<file path="src/rtl/spi_pkg.sv">
`default_nettype none
// ============================================================================
// Module      : spi_pkg
// Description : Shared SPI link constants and responder state encoding.
// Revision    : 1.0 - initial release
// ============================================================================
package spi_pkg;

  localparam int SPI_DATA_W = 8;

  // Link mode shared with the master: clock idles high, sample on falling edge.
  localparam logic CPOL = 1'b1;
  localparam logic CPHA = 1'b0;

  typedef enum logic [1:0] {
    IDLE  = 2'd0,
    SHIFT = 2'd1,
    DONE  = 2'd2
  } spi_state_t;

endpackage
`default_nettype wire

</file>
<file path="src/rtl/spi_sync_edge.sv">
`default_nettype none
// ============================================================================
// Module      : spi_sync_edge
// Description : N-stage synchroniser with single-clk rise/fall pulses.
// Revision    : 1.0 - initial release
// ============================================================================
module spi_sync_edge
  import spi_pkg::*;
#(
  parameter int   STAGES    = 2,
  parameter logic RESET_VAL = CPOL
) (
  input  logic clk,
  input  logic reset,
  input  logic d,
  output logic q,
  output logic rise,
  output logic fall
);

  logic [STAGES-1:0] r_sync;
  logic              r_prev;

  always_ff @(posedge clk) begin
    if (reset) begin
      r_sync <= {STAGES{RESET_VAL}};
      r_prev <= RESET_VAL;
    end else begin
      r_sync <= {r_sync[STAGES-2:0], d};
      r_prev <= r_sync[STAGES-1];
    end
  end

  assign q    = r_sync[STAGES-1];
  assign rise = ~r_prev & q;
  assign fall = r_prev & ~q;

endmodule
`default_nettype wire

</file>
<file path="src/rtl/spi_slave_rx.sv">
`default_nettype none
// ============================================================================
// Module      : spi_slave_rx
// Description : CPOL=1/CPHA=0 SPI responder receiver, oversampled on clk,
//               with a valid/ready holding register for received words.
//               Define SPI_SLAVE_MISO_EN to build the MISO transmit path.
// Revision    : 1.0 - initial release
// ============================================================================
module spi_slave_rx
  import spi_pkg::*;
#(
  parameter int DATA_W      = SPI_DATA_W,
  parameter int SYNC_STAGES = 2
) (
  input  logic              clk,
  input  logic              reset,
  input  logic              spi_clk,
  input  logic              cs_n,
  input  logic              mosi,
  output logic              miso,
  input  logic [DATA_W-1:0] tx_data,
  output logic [DATA_W-1:0] rx_data,
  output logic              rx_valid,
  input  logic              rx_ready,
  output logic              rx_overrun,
  output logic              frame_err,
  output logic              busy
);

  localparam int c_CNT_W    = $clog2(DATA_W + 1);
  localparam int c_SETTLE_W = 3;

  spi_state_t r_state;
  spi_state_t w_state_next;

  logic                   w_sclk_q;
  logic                   w_sclk_rise;
  logic                   w_sclk_fall;
  logic                   w_cs_q;
  logic                   w_cs_rise;
  logic                   w_cs_fall;
  logic [SYNC_STAGES-1:0] r_mosi_sync;
  logic                   w_mosi;

  logic [DATA_W-1:0]      r_shift;
  logic [c_CNT_W-1:0]     r_bit_cnt;
  logic                   r_load;
  logic [c_SETTLE_W-1:0]  r_settle;
  logic                   w_settled;
  logic                   r_armed;

  logic                   w_start;
  logic                   w_sample;
  logic                   w_last;
  logic                   w_abort;

  spi_sync_edge #(
    .STAGES    (SYNC_STAGES),
    .RESET_VAL (CPOL)
  ) u_sync_sclk (
    .clk   (clk),
    .reset (reset),
    .d     (spi_clk),
    .q     (w_sclk_q),
    .rise  (w_sclk_rise),
    .fall  (w_sclk_fall)
  );

  spi_sync_edge #(
    .STAGES    (SYNC_STAGES),
    .RESET_VAL (1'b1)
  ) u_sync_cs (
    .clk   (clk),
    .reset (reset),
    .d     (cs_n),
    .q     (w_cs_q),
    .rise  (w_cs_rise),
    .fall  (w_cs_fall)
  );

  always_ff @(posedge clk) begin
    if (reset) begin
      r_mosi_sync <= '0;
    end else begin
      r_mosi_sync <= {r_mosi_sync[SYNC_STAGES-2:0], mosi};
    end
  end

  assign w_mosi = r_mosi_sync[SYNC_STAGES-1];

  // The cs_n synchroniser resets high, so its output is only trusted once the
  // chain has refilled; a frame interrupted by reset is then skipped until
  // cs_n is genuinely seen high.
  assign w_settled = (r_settle == c_SETTLE_W'(SYNC_STAGES));

  always_ff @(posedge clk) begin
    if (reset) begin
      r_settle <= '0;
      r_armed  <= 1'b0;
    end else begin
      if (!w_settled) begin
        r_settle <= r_settle + c_SETTLE_W'(1);
      end
      if (w_settled && w_cs_q) begin
        r_armed <= 1'b1;
      end
    end
  end

  always_ff @(posedge clk) begin
    if (reset) begin
      r_state <= IDLE;
    end else begin
      r_state <= w_state_next;
    end
  end

  always_comb begin
    w_state_next = r_state;
    w_start      = 1'b0;
    w_sample     = 1'b0;
    w_last       = 1'b0;
    w_abort      = 1'b0;
    case (r_state)
      IDLE: begin
        if (r_armed && !w_cs_q) begin
          w_start      = 1'b1;
          w_state_next = SHIFT;
        end
      end
      SHIFT: begin
        if (w_cs_q) begin
          w_abort      = 1'b1;
          w_state_next = IDLE;
        end else if (w_sclk_fall) begin
          w_sample = 1'b1;
          if (r_bit_cnt == c_CNT_W'(DATA_W - 1)) begin
            w_last       = 1'b1;
            w_state_next = DONE;
          end
        end
      end
      DONE: begin
        if (w_cs_q) begin
          w_state_next = IDLE;
        end
      end
      default: w_state_next = IDLE;
    endcase
  end

  always_ff @(posedge clk) begin
    if (reset) begin
      r_shift    <= '0;
      r_bit_cnt  <= '0;
      r_load     <= 1'b0;
      rx_data    <= '0;
      rx_valid   <= 1'b0;
      rx_overrun <= 1'b0;
      frame_err  <= 1'b0;
    end else begin
      r_load     <= w_last;
      rx_overrun <= 1'b0;
      frame_err  <= w_abort;
      if (w_start) begin
        r_shift   <= '0;
        r_bit_cnt <= '0;
      end else if (w_sample) begin
        r_shift   <= {r_shift[DATA_W-2:0], w_mosi};
        r_bit_cnt <= r_bit_cnt + c_CNT_W'(1);
      end
      // A word landing together with an accept replaces the old one cleanly.
      if (r_load) begin
        rx_data    <= r_shift;
        rx_valid   <= 1'b1;
        rx_overrun <= rx_valid & ~rx_ready;
      end else if (rx_valid && rx_ready) begin
        rx_valid <= 1'b0;
      end
    end
  end

  assign busy = (r_state == SHIFT);

`ifdef SPI_SLAVE_MISO_EN
  logic [DATA_W-1:0] r_tx_shift;
  logic              w_unused_mode;

  // Next bit goes out on the rise so it is stable at the master's fall.
  always_ff @(posedge clk) begin
    if (reset) begin
      r_tx_shift <= '1;
    end else if (w_start) begin
      r_tx_shift <= tx_data;
    end else if (busy && w_sclk_rise) begin
      r_tx_shift <= {r_tx_shift[DATA_W-2:0], 1'b1};
    end
  end

  assign miso          = busy ? r_tx_shift[DATA_W-1] : 1'b1;
  assign w_unused_mode = ^{w_sclk_q, w_cs_rise, w_cs_fall};
`else
  logic w_unused_mode;

  assign miso          = 1'b1;
  assign w_unused_mode = ^{w_sclk_q, w_sclk_rise, w_cs_rise, w_cs_fall, tx_data};
`endif

endmodule
`default_nettype wire

</file>
<file path="config.mk">
export PLATFORM = sky130hd
export DESIGN_NAME = spi_slave_rx
export DESIGN_NICKNAME = d
export VERILOG_FILES = /design/src/rtl/spi_pkg.sv /design/src/rtl/spi_sync_edge.sv /design/src/rtl/spi_slave_rx.sv
export SDC_FILE = /design/constraint.sdc
export NUM_CORES = 1
export LEC_CHECK = 0
export ABC_AREA = 1
export CAP_MARGIN = 20
export CORE_MARGIN = 2
export CORE_UTILIZATION = 30
export DETAILED_ROUTE_END_ITERATION = 7
export MAX_ROUTING_LAYER = met4
export PLACE_DENSITY = 0.5
export SYNTH_ARGS = -nofsm -noshare
export SYNTH_HDL_FRONTEND = slang
export SYNTH_SLANG_ARGS = --single-unit
</file>
<file path="constraint.sdc">
create_clock -name clk -period 1.6 [get_ports clk]
set_input_delay 0.32 -clock clk [delete_from_list [all_inputs] [get_ports clk]]
set_output_delay 0.32 -clock clk [all_outputs]
set_load 0.1 [all_outputs]
</file>
==> summary.txt <==
Run status
  • Status: completed

Placed design
  • Hpwl dp: about 1800 um
  • Port-buffer cells: 17
  • Placer congestion estimate: approximately 0.74
  • Place WS: between 200 and 250 ps
  • Placed cell count: around 250

Critical path
  • Crit path DAT: approximately 1100 ps
  • Crit Path Class: reg -> out
  • Crit end category: primary output
  • Max FO, Critical Path: 4
  • Worst setup SP type: register
  • Worst EP required: about 1300 ps

Finish
  • Most frequent cells in the layout: dfxtp_1 (37), nand2_1 (36), nor2_1 (32), inv_1 (16), buf_12 (12)
  • Filler instances: ~500
  • Synth-to-Final Area Change: 30.13%
  • Final core utilization: approximately 40%
  • Layout cell share with drive strength beyond 1: a little over a fifth
  • Most common cell after layout, fill and taps aside: dfxtp_1
  • Nets: 218
  • Non-Filler Instances: around 260
  • N_diodes: 0

Pwr
  • Power Dens Cells: 957.3 mW/mm^2
  • VDD IR max: just over 500 uV
  • Leak: between 0.7 and 0.8 nW
  • Total power: roughly 1.8 mW

STA
  • Final worst setup slack: 155.4 ps
  • Final setup fails: 0
  • Period utilisation layout: ~90%
  • Unrepaired setup endpoints after global routing: false
  • Final Hold Fails: 0
  • Minimum clock period: between 1000 and 1500 ps
  • Worst Skew: about 9 ps
  • Slew Limit Fails: 0
  • Fmax: 692.2 MHz
  • Sum Neg Setup Slack: 0 ps

GRT
  • Vias in the first global route: about 1000
  • Initial antenna violation count: 0
  • Remaining global-route overflow: 0
  • Largest net degree at the start of global routing: 14
  • First-pass GRT wire length: between 4000 and 5000 um
  • Global Route Usage Sum: between 10 and 15%

Hold path
  • Hold Crit Class: reg -> reg

Clock tree
  • CTS Buf Count: 5
  • # Post-CTS Setup Buffers: 0
  • Clock Path Buffers: 2
  • Post-cts repair resize count: 0
  • Clock latency on the worst-skew pair: between 200 and 300 ps
  • Clock root cell: clkbuf_8
  • CTS Hold Bufs: 0
  • CTS tree: done
  • H-tree depth: 2
  • TritonCTS Sinks: 37
  • Clock Pin Slew Worst Setup and Hold Paths: approximately 80 ps

Yosys
  • Post-Synth XOR/XNOR Area: 0.6061%
  • Mapped Cells: between 150 and 200
  • Synth Area in Adders: approximately 2.6%
  • Synth cell types: 27
  • Asr flop ratio synth: 0%
  • Syn Nets: a little under 200
  • Complex-gate fraction of the synthesized area: ~11%
  • Sequential fraction of the synthesis area: between 50 and 60%
  • Mux cell area share after synthesis: 0%
  • Synth area leader: dfxtp_1
  • Synth Warn #: 0
  • Main combinational cell family by area after synthesis: simple AND/OR/NAND/NOR gates
  • Synth top area share: between 50% and 60%
  • EDFF count, synth: 0
  • Main area contributors after synthesis: dfxtp_1 (51%), nand2_1 (9.4%), nor2_1 (8.3%)
  • Main synth FF type: dfxtp_1
  • Avg Inst Size Synth: just over 8 sq um
  • Seq cells post-synth: 37
  • Mapped Area: between 0.001 and 0.0015 sq mm
  • Synth Area in Simple Gates: around 26%

Die
  • Die Wd: around 73 um
  • Die area: ~0.0054 sq mm
  • DIE HEIGHT: ~73 um
  • Cell Rows: 25
  • Starting Density: 30.80%
  • Core ar.: roughly 0.0047 sq mm
  • Ports: 27

Route
  • Final ANT Viol Nets: 0
  • DRC Markers: 0
  • TritonRoute pass-1 iters: 4
  • WL/cell: 10.42 um
  • Final WL: ~2700 um
  • DRT iter0 DRCs: slightly below 60
  • Vias: between 1000 and 1500
  • Vias/cell: 4.294

Run
  • Max-Cap Viols: 0
## stage by stage
step | hold slack (ps) | area, sq um
after CTS | 407.6 | 1881
after global routing | 415.6 | 1881
after global placement | 394.3 | 1794
final | 399.5 | 1881
after floorplan | 388.3 | 1445
after detailed placement | 394.0 | 1794
## worst max-delay path, stage by stage (launching register included)
cell,delay (ps)
dfxtp_1,400
inv_2,70
nand2_1,120
inv_1,80
buf_12,170
## state kept, by name, indices dropped and copies added (netlist names), 2 cells and up
register / cells
u_sync_cs.r_sync: 2
r_bit_cnt: 4
rx_data: 8
r_settle: 3
r_shift: 8
r_mosi_sync: 2
r_state: 2
u_sync_sclk.r_sync: 2
## layout make-up
type	count	area (sq um)	share of cell area [%]
flip-flops and latches	37	740.7	39.39
multi-input cells	116	586.8	31.20
repair buffers	22	327.8	17.43
clock buffers	7	86.33	4.591
inverters	19	71.32	3.792
well taps	54	67.56	3.593
## power breakdown
group	internal [mW]	switching, mW
Combinational	0.0655	0.0911
Clock	0.342	0.312
Sequential	0.962	0.0276
Total	1.37	0.431
## metal layers
metal  vias to the layer above  track usage [%]  share of wire [%]  wire, um
li1                        596                -                  -         -
met1                       477            15.07                 51      1367
met2                        18            17.22                 43      1140
met3                         4            4.115                3.8       100
met4                         0            6.061                1.8        47
met5                         -                -                  0         0
## cell usage after synthesis (2+ instances only)
cell type	number
nor3_1	3
o21ai_0	11
buf_2	2
a21oi_1	4
a21oi_2	9
inv_2	2
nand3_1	4
nor2_1	32
nand2_1	36
nand2_2	2
ha_1	3
or2_2	4
inv_1	16
dfxtp_1	37
## logic make-up (layout without fill, tap and decap cells)
logic type | Yosys count | in the layout
fa+ha+maj | 3 | 3
flops | 37 | 37
xor+xnor | 1 | 1
simple gates | 86 | 86
compound gates | 25 | 25
other cells | 1 | 1
buf+inv | 25 | 48
## path summary, 6_finish.rpt
| check | start | endpoint | slack, ps | depth (start not counted) |
|---|---|---|---|---|
| worst max-delay path | r_state[1]$_SDFFE_PP0P_ | busy | 160 | 4 |
| worst min-delay path | u_sync_cs.r_sync[0]$_SDFF_PP1_ | u_sync_cs.r_sync[1]$_SDFF_PP1_ | 400 | 1 |
| worst max register to register | u_sync_cs.r_sync[1]$_SDFF_PP1_ | r_shift[2]$_SDFFE_PP0P_ | 440 | 5 |
| worst min register to register | u_sync_cs.r_sync[0]$_SDFF_PP1_ | u_sync_cs.r_sync[1]$_SDFF_PP1_ | 400 | 1 |
Note: power is estimated with default switching activity, not from simulation.
